`src/rtl/fwd_hazard_unit_if.sv`:
```
// rtl/fwd_hazard_unit_if.sv - decode-side bus between the decode stage and the forwarding/hazard unit
interface fwd_hazard_unit_if #(
  parameter int XLEN         = 32,
  parameter int NUM_RD_PORTS = 2,
  parameter int FWD_DEPTH    = 3,
  parameter int CNT_W        = 16
);
  logic                         id_valid;
  logic                         id_wr_en;
  logic [4:0]                   id_rd;
  logic                         id_is_load;
  logic [NUM_RD_PORTS-1:0]      id_rs_used;
  logic [5*NUM_RD_PORTS-1:0]    id_rs_sel;
  logic [XLEN*NUM_RD_PORTS-1:0] id_rs_val;
  logic [XLEN*FWD_DEPTH-1:0]    stage_val;
  logic                         flush;
  logic [XLEN*NUM_RD_PORTS-1:0] fwd_val;
  logic [NUM_RD_PORTS-1:0]      fwd_hit;
  logic                         stall;
  logic [CNT_W-1:0]             stall_cnt;

  modport master (
    output id_valid, id_wr_en, id_rd, id_is_load, id_rs_used, id_rs_sel, id_rs_val, stage_val, flush,
    input  fwd_val, fwd_hit, stall, stall_cnt
  );

  modport slave (
    input  id_valid, id_wr_en, id_rd, id_is_load, id_rs_used, id_rs_sel, id_rs_val, stage_val, flush,
    output fwd_val, fwd_hit, stall, stall_cnt
  );
endinterface

```
`src/rtl/fwd_hazard_unit.sv`:
```
// rtl/fwd_hazard_unit.sv - operand forwarding, load-use stall and stall counter between decode and execute
module fwd_hazard_unit #(
  parameter int XLEN           = 32,
  parameter int NUM_RD_PORTS   = 2,
  parameter int FWD_DEPTH      = 3,
  parameter int LOAD_RDY_STAGE = 1,
  parameter int CNT_W          = 16
) (
  input  logic              clk,
  input  logic              rst,
  fwd_hazard_unit_if.slave  bus
);

  typedef struct packed {
    logic       vld;
    logic [4:0] rd;
    logic       ld;
  } sb_entry_t;

  sb_entry_t                    sb [FWD_DEPTH];
  sb_entry_t                    id_entry;
  logic [CNT_W-1:0]             stall_cnt_q;
  logic [XLEN*NUM_RD_PORTS-1:0] fwd_val_c;
  logic [NUM_RD_PORTS-1:0]      hit_c;
  logic [NUM_RD_PORTS-1:0]      nrdy_c;
  logic [4:0]                   sel_p;
  logic                         stall_c;

  assign id_entry = {bus.id_wr_en & (bus.id_rd != 5'd0), bus.id_rd, bus.id_is_load};

  // Oldest-to-youngest scan so the youngest matching stage is the last writer.
  always_comb begin
    fwd_val_c = bus.id_rs_val;
    hit_c     = '0;
    nrdy_c    = '0;
    sel_p     = '0;
    for (int p = 0; p < NUM_RD_PORTS; p++) begin
      sel_p = bus.id_rs_sel[5*p +: 5];
      for (int k = FWD_DEPTH - 1; k >= 0; k--) begin
        if (sb[k].vld && (sb[k].rd == sel_p) && (sel_p != 5'd0)) begin
          fwd_val_c[XLEN*p +: XLEN] = bus.stage_val[XLEN*k +: XLEN];
          hit_c[p]                  = 1'b1;
          nrdy_c[p]                 = sb[k].ld && (k < LOAD_RDY_STAGE);
        end
      end
    end
  end

  assign stall_c = bus.id_valid & ~bus.flush & (|(bus.id_rs_used & nrdy_c));

  always_ff @(posedge clk or posedge rst) begin
    if (rst) begin
      for (int k = 0; k < FWD_DEPTH; k++) begin
        sb[k] <= '0;
      end
      stall_cnt_q <= '0;
    end else begin
      for (int k = 1; k < FWD_DEPTH; k++) begin
        sb[k] <= sb[k-1];
      end
      sb[0] <= (bus.id_valid & ~stall_c & ~bus.flush) ? id_entry : '0;
      if (stall_c && (stall_cnt_q != {CNT_W{1'b1}})) begin
        stall_cnt_q <= stall_cnt_q + CNT_W'(1);
      end
    end
  end

  assign bus.fwd_val   = fwd_val_c;
  assign bus.fwd_hit   = hit_c;
  assign bus.stall     = stall_c;
  assign bus.stall_cnt = stall_cnt_q;

endmodule

```
`src/flat_wrapper.sv`:
```
// flat-port wrapper written by rule: the top's interface ports become plain ports
module fwd_hazard_unit_flat 
#(
  parameter int XLEN           = 32,
  parameter int NUM_RD_PORTS   = 2,
  parameter int FWD_DEPTH      = 3,
  parameter int LOAD_RDY_STAGE = 1,
  parameter int CNT_W          = 16
)
  (clk, rst, bus_id_valid, bus_id_wr_en, bus_id_rd, bus_id_is_load, bus_id_rs_used, bus_id_rs_sel, bus_id_rs_val, bus_stage_val, bus_flush, bus_fwd_val, bus_fwd_hit, bus_stall, bus_stall_cnt);
  fwd_hazard_unit_if #(.XLEN(XLEN), .NUM_RD_PORTS(NUM_RD_PORTS), .FWD_DEPTH(FWD_DEPTH), .CNT_W(CNT_W)) bus_i ();
  input  logic clk;
  input  logic rst;
  input wire logic [$bits(bus_i.id_valid)-1:0] bus_id_valid;
  input wire logic [$bits(bus_i.id_wr_en)-1:0] bus_id_wr_en;
  input wire logic [$bits(bus_i.id_rd)-1:0] bus_id_rd;
  input wire logic [$bits(bus_i.id_is_load)-1:0] bus_id_is_load;
  input wire logic [$bits(bus_i.id_rs_used)-1:0] bus_id_rs_used;
  input wire logic [$bits(bus_i.id_rs_sel)-1:0] bus_id_rs_sel;
  input wire logic [$bits(bus_i.id_rs_val)-1:0] bus_id_rs_val;
  input wire logic [$bits(bus_i.stage_val)-1:0] bus_stage_val;
  input wire logic [$bits(bus_i.flush)-1:0] bus_flush;
  output wire logic [$bits(bus_i.fwd_val)-1:0] bus_fwd_val;
  output wire logic [$bits(bus_i.fwd_hit)-1:0] bus_fwd_hit;
  output wire logic [$bits(bus_i.stall)-1:0] bus_stall;
  output wire logic [$bits(bus_i.stall_cnt)-1:0] bus_stall_cnt;
  assign bus_i.id_valid = bus_id_valid;
  assign bus_i.id_wr_en = bus_id_wr_en;
  assign bus_i.id_rd = bus_id_rd;
  assign bus_i.id_is_load = bus_id_is_load;
  assign bus_i.id_rs_used = bus_id_rs_used;
  assign bus_i.id_rs_sel = bus_id_rs_sel;
  assign bus_i.id_rs_val = bus_id_rs_val;
  assign bus_i.stage_val = bus_stage_val;
  assign bus_i.flush = bus_flush;
  assign bus_fwd_val = bus_i.fwd_val;
  assign bus_fwd_hit = bus_i.fwd_hit;
  assign bus_stall = bus_i.stall;
  assign bus_stall_cnt = bus_i.stall_cnt;
  fwd_hazard_unit #(.XLEN(XLEN), .NUM_RD_PORTS(NUM_RD_PORTS), .FWD_DEPTH(FWD_DEPTH), .LOAD_RDY_STAGE(LOAD_RDY_STAGE), .CNT_W(CNT_W)) u_core (.clk(clk), .rst(rst), .bus(bus_i));
endmodule
```
`config.mk`:
```
export PLATFORM = sky130hd
export DESIGN_NAME = fwd_hazard_unit_flat
export DESIGN_NICKNAME = d
export VERILOG_FILES = /design/src/rtl/fwd_hazard_unit_if.sv /design/src/rtl/fwd_hazard_unit.sv /design/src/flat_wrapper.sv
export SDC_FILE = /design/constraint.sdc
export NUM_CORES = 1
export LEC_CHECK = 0
export BUFFER_PORTS_ARGS = -buffer_cell sky130_fd_sc_hd__clkbuf_2
export CORE_AREA = 2 2 104 106
export CTS_CLUSTER_DIAMETER = 80
export CTS_CLUSTER_SIZE = 16
export DETAILED_ROUTE_END_ITERATION = 12
export DIE_AREA = 0 0 106 108
export PLACE_DENSITY = 0.8
export SLEW_MARGIN = 15
export SYNTH_ARGS = -nofsm -noshare
export SYNTH_HDL_FRONTEND = slang
export SYNTH_SLANG_ARGS = --single-unit
```
`constraint.sdc`:
```
create_clock -name clk -period 6.3 [get_ports clk]
set_clock_uncertainty 0.05 [all_clocks]
set_input_delay 0.945 -clock clk [delete_from_list [all_inputs] [get_ports clk]]
set_output_delay 0.945 -clock clk [all_outputs]
set_load 0.03 [all_outputs]
```
# [Word level (Yosys, flattened, before mapping)]
# Index checks and enable logic that the tools add are counted.
[op_classes] mux=15 eq_ne=7 n_reduce_logical=17 n_addsub=1 bitwise_logic=8
[op_table] cell="$mux W32" count=6
[op_table] cell="$eq A5 B5 Y1" count=6
[op_table] cell="$add A16 B1 Y16 const B" count=1
[op_table] cell="$ne A16 B16 Y1 const B" count=1
[op_table] cell="$reduce_bool A5 Y1" count=3
[op_table] cell="$logic_and A1 B1 Y1" count=13
[op_table] cell="$mux W1" count=8
[op_table] cell="$mux W7" count=1
[op_table] cell="$and A1 B1 Y1" count=5
[op_table] cell="$and A2 B2 Y2" count=1
[op_table] cell="$not A1 Y1" count=2
[op_table] cell="$reduce_or A2 Y1" count=1
[word_totals] out_inout_bits=83 wordCells=56 reg_bits=35 input_bits=183

# [Longest topological paths before layout]
[depth] depth_word=11 ltp_mapped=8 ltp_nobuf=6

# [Least setup slack after synthesis]
# Ideal clock, no wire load.
[synth_path] path_type="in2out" from="input port bus_id_rs_sel[1]" to="output port bus_fwd_val[22]" arrival_time_ns=2.715 path_buffers=1 t_required_ns=5.305 path_stages=6 path_slack_ns=2.590 cell_sequence="or4_1 -> o211a_1 -> nand4_1 -> clkbuf_1 -> o21ai_1 -> o21ai_1"
[synth_between] elab_chain_cells=6 word_cells_on_any_way=13 cone_classes="eq/ne (3); mux (3); reduce/logical (7)"
[synth_lines] element="start, declared" line="flat_wrapper.sv:19" rtl="input wire logic [$bits(bus_i.id_rs_sel)-1:0] bus_id_rs_sel;"
[synth_lines] element="$eq A5 B5 Y1" line="fwd_hazard_unit.sv:40" rtl="if (sb[k].vld && (sb[k].rd == sel_p) && (sel_p != 5'd0)) begin"
[synth_lines] element="$logic_and A1 B1 Y1 (2 in series)" line="fwd_hazard_unit.sv:40"
[synth_lines] element="$mux W32 (2 in series)" line="fwd_hazard_unit.sv:40"
[synth_lines] element="$mux W32 (*)" line="fwd_hazard_unit.sv:40"
[synth_lines] element="end, declared" line="flat_wrapper.sv:23" rtl="output wire logic [$bits(bus_i.fwd_val)-1:0] bus_fwd_val;"
# Mark *: on every way between the ends. The rest lies on a longest branch, timed or not.

# [Worst setup path in the final report]
[layout_path] from="input port bus_id_rs_sel[6]" to="output port bus_fwd_val[63]"
# The elaborated chain is that of the path after synthesis.

==> metrics.csv <==
metric,value,unit
status,finished clean,
Power Density,120,mW/mm^2
clock share of power,25.6,%
count of cell types in the netlist,40,
Post-synth top cells,"nand2_1 (79), o21ai_1 (75), a221oi_1 (64)",
CP max stage cell,or3_1,
initial antenna violation count,0,
global-route wire length before repair,25600,microns
top_reg_cell synth,dfrtp_1,
final hold vios,0,
Post-CTS Setup Bufs,0,
"worst slack, placed",1.70,ns
worst-path cell chain,clkbuf_2 -> or4_1 -> nor2_1 -> or3_1 -> o21ai_0 -> o21ai_1 -> clkbuf_2,
final max-slew violation count,0,
critical path data arrival time,3.71,ns
final instance area,0.00527,sq mm
period utilization,74.7,%
fin cells,890,
hold path startpoint,u_core.sb[13]$_DFF_PP0_,
post-synth top area cell,dfrtp_1,
DRC,0,
gp weighted congestion,0.988,
Worst Setup Path Type,in2out,
"Req. time, crit path",5.30,ns
final setup vio count,0,
Resize count post-CTS,0,
fmax,213,MHz
Sum Neg Setup Slack,0,ns
top post-synthesis cells by area,"dfrtp_1 (23%), a221oi_1 (15%), o21ai_1 (9.9%), nand2_1 (7.8%), o21ai_0 (7.0%)",
VDD IR max,0.171,mV
CP Launch Type,input pin,
crit path time final,4.70,ns
most instantiated library cell after synthesis,nand2_1,
max-cap violation count,0,
Worst Slack Setup Final,1.60,ns
HPWL Detailed,12600,microns
final antenna-violating net count,0,
routed len/inst,18.8,microns
Final #Nets,937,
min-delay worst type,reg2reg,
Vias/cell,5.99,
largest net degree at the start of global routing,36,
Comb pwr share,36.9,%
GRT Total Usage,27.9,%
Slew HR,21.3,%
"Avg Cell Area, Syn",7.34,sq um
CTS tree,built,
CP bufs+invs,2,
placed instance area,0.00518,sq mm
Crit path largest cell delay,0.96,ns
leak pwr,2.48,nW
TritonCTS Buffers,5,
Antenna Diode Count,0,
syn nets,702,
clock tree root driver cell,clkbuf_8,
starting density of the core,37.1,%
"Clk pin slew, worst setup/hold paths",0.08,ns
gr ovfl total,0,
clk_lat worst skew,0.30,ns
"delay-heaviest family, CP",simple AND/OR/NAND/NOR gates,
RSZ-0062 raised after global routing,no,
H-Tree Depth,2,
switch share,36.2,%
Top Ports,266,
post-synthesis cell count,518,
Worst Max-Slew Pin Slew,1.18,ns
CP max FO,33,
post-synthesis sequential area ratio,23.0,%
Core ar.,0.0102,sq mm
Chip Width,106,microns
worst r2r src,u_core.sb[18]$_DFF_PP0_,
"most used cell, CP",clkbuf_2,
Clock Path Buffers,2,
internal power,0.000403,W
Reg power frac,37.5,%
Switch Pwr,0.000229,W
ys async rst share,100,%
Cell Rows,37,
placed insts,882,
synthesis warning total,0,
"EDFF count, synth",0,
P&R area growth vs syn,38.7,%
vias in the first global route,5043,
post-detailed-routing wire length,16800,microns
drt pass-1 iters,5,
Die Ht,108,microns
Post-Syn Area,0.00380,sq mm
CTS Sinks,35,
Crit. End Element,primary output,
fraction of layout cells with a size suffix above 1,40.2,%
Util after Layout,51.5,%
die area,0.0114,sq mm
initial DRC count,681,
"flops & latches, synth",35,
top-area cell type share of the netlist area,23.0,%
detailed-route via count,5330,
start point of the critical path,bus_id_rs_sel[6],
# hold bufs at CTS,0,
port bufs,265,
power groups by stage:
| stage | clock network [W] | registers [W] | logic, W |
|---|---|---|---|
| 2_1_floorplan | 0 | 0.000238 | 0.000126 |
| 5_1_grt | 0.000175 | 0.000237 | 0.000249 |
| 3_5_place_dp | 0 | 0.000241 | 0.000230 |
| 3_3_place_gp | 0 | 0.000241 | 0.000230 |
| 6_report | 0.000162 | 0.000237 | 0.000233 |
| 4_1_cts | 0.000165 | 0.000237 | 0.000231 |
layer usage:
metal	global-route usage [%]	part of all wire [%]
met5	0	0
met2	46.6	47
met4	14.2	4.4
met3	5.49	11
met1	34.3	38
path summary, 6_finish.rpt:
kind,end,slack [ns],cells after the start
worst max-delay path,bus_fwd_val[63],1.60,7
worst min-delay path,u_core.sb[6]$_DFF_PP0_,0.38,0
worst max register to register,u_core.bus.stall_cnt[14]$_DFFE_PP0P_,3.66,5
worst min register to register,u_core.sb[6]$_DFF_PP0_,0.38,0
max in group asynchronous,u_core.bus.stall_cnt[7]$_DFFE_PP0P_,5.24,3
min in group asynchronous,u_core.sb[9]$_DFF_PP0_,0.66,3
registers in the layout, summed over array words and instances (netlist names):
register,cells
u_core.bus.stall_cnt,16
u_core.sb,19
logic make-up after synthesis:
| kind of cell | synth area share, % |
|---|---|
| AOI/OAI and AO/OA | 38.0 |
| adders and majority gates | 0.329 |
| buffers and inverters | 6.09 |
| and+or+nand+nor | 21.5 |
| muxes | 0.889 |
| xor gates and xnor gates | 10.1 |
| DFF | 23.0 |
layout by cell type (no fill, tap or decap), types with 6 or more instances in the layout:
| cell | n |
|---|---|
| o21ai_1 | 75 |
| dfrtp_1 | 35 |
| and2_1 | 32 |
| or3_1 | 6 |
| nand3_1 | 11 |
| nor2_1 | 6 |
| nand4_1 | 11 |
| buf_4 | 11 |
| xor2_1 | 14 |
| clkbuf_2 | 265 |
| o21ai_0 | 53 |
| a21oi_1 | 13 |
| a221oi_1 | 64 |
| nand2_1 | 79 |
| xnor2_1 | 28 |
per-stage QoR:
stage | power (W) | hold WS, ns
2_1_floorplan | 0.000364 | 0.324
3_3_place_gp | 0.000472 | 0.356
3_5_place_dp | 0.000471 | 0.357
4_1_cts | 0.000632 | 0.375
5_1_grt | 0.000661 | 0.387
6_report | 0.000632 | 0.377
layout make-up:
cell class,count,area [sq um]
fill,1019,4960
multi-input combinational,431,2710
timing repair buffer,276,1410
sequential,35,876
tap,136,170
clock buffer,5,68.8
clock inverter,3,20.0
inverter,4,15.0
Power figures use the tool's default switching activity.
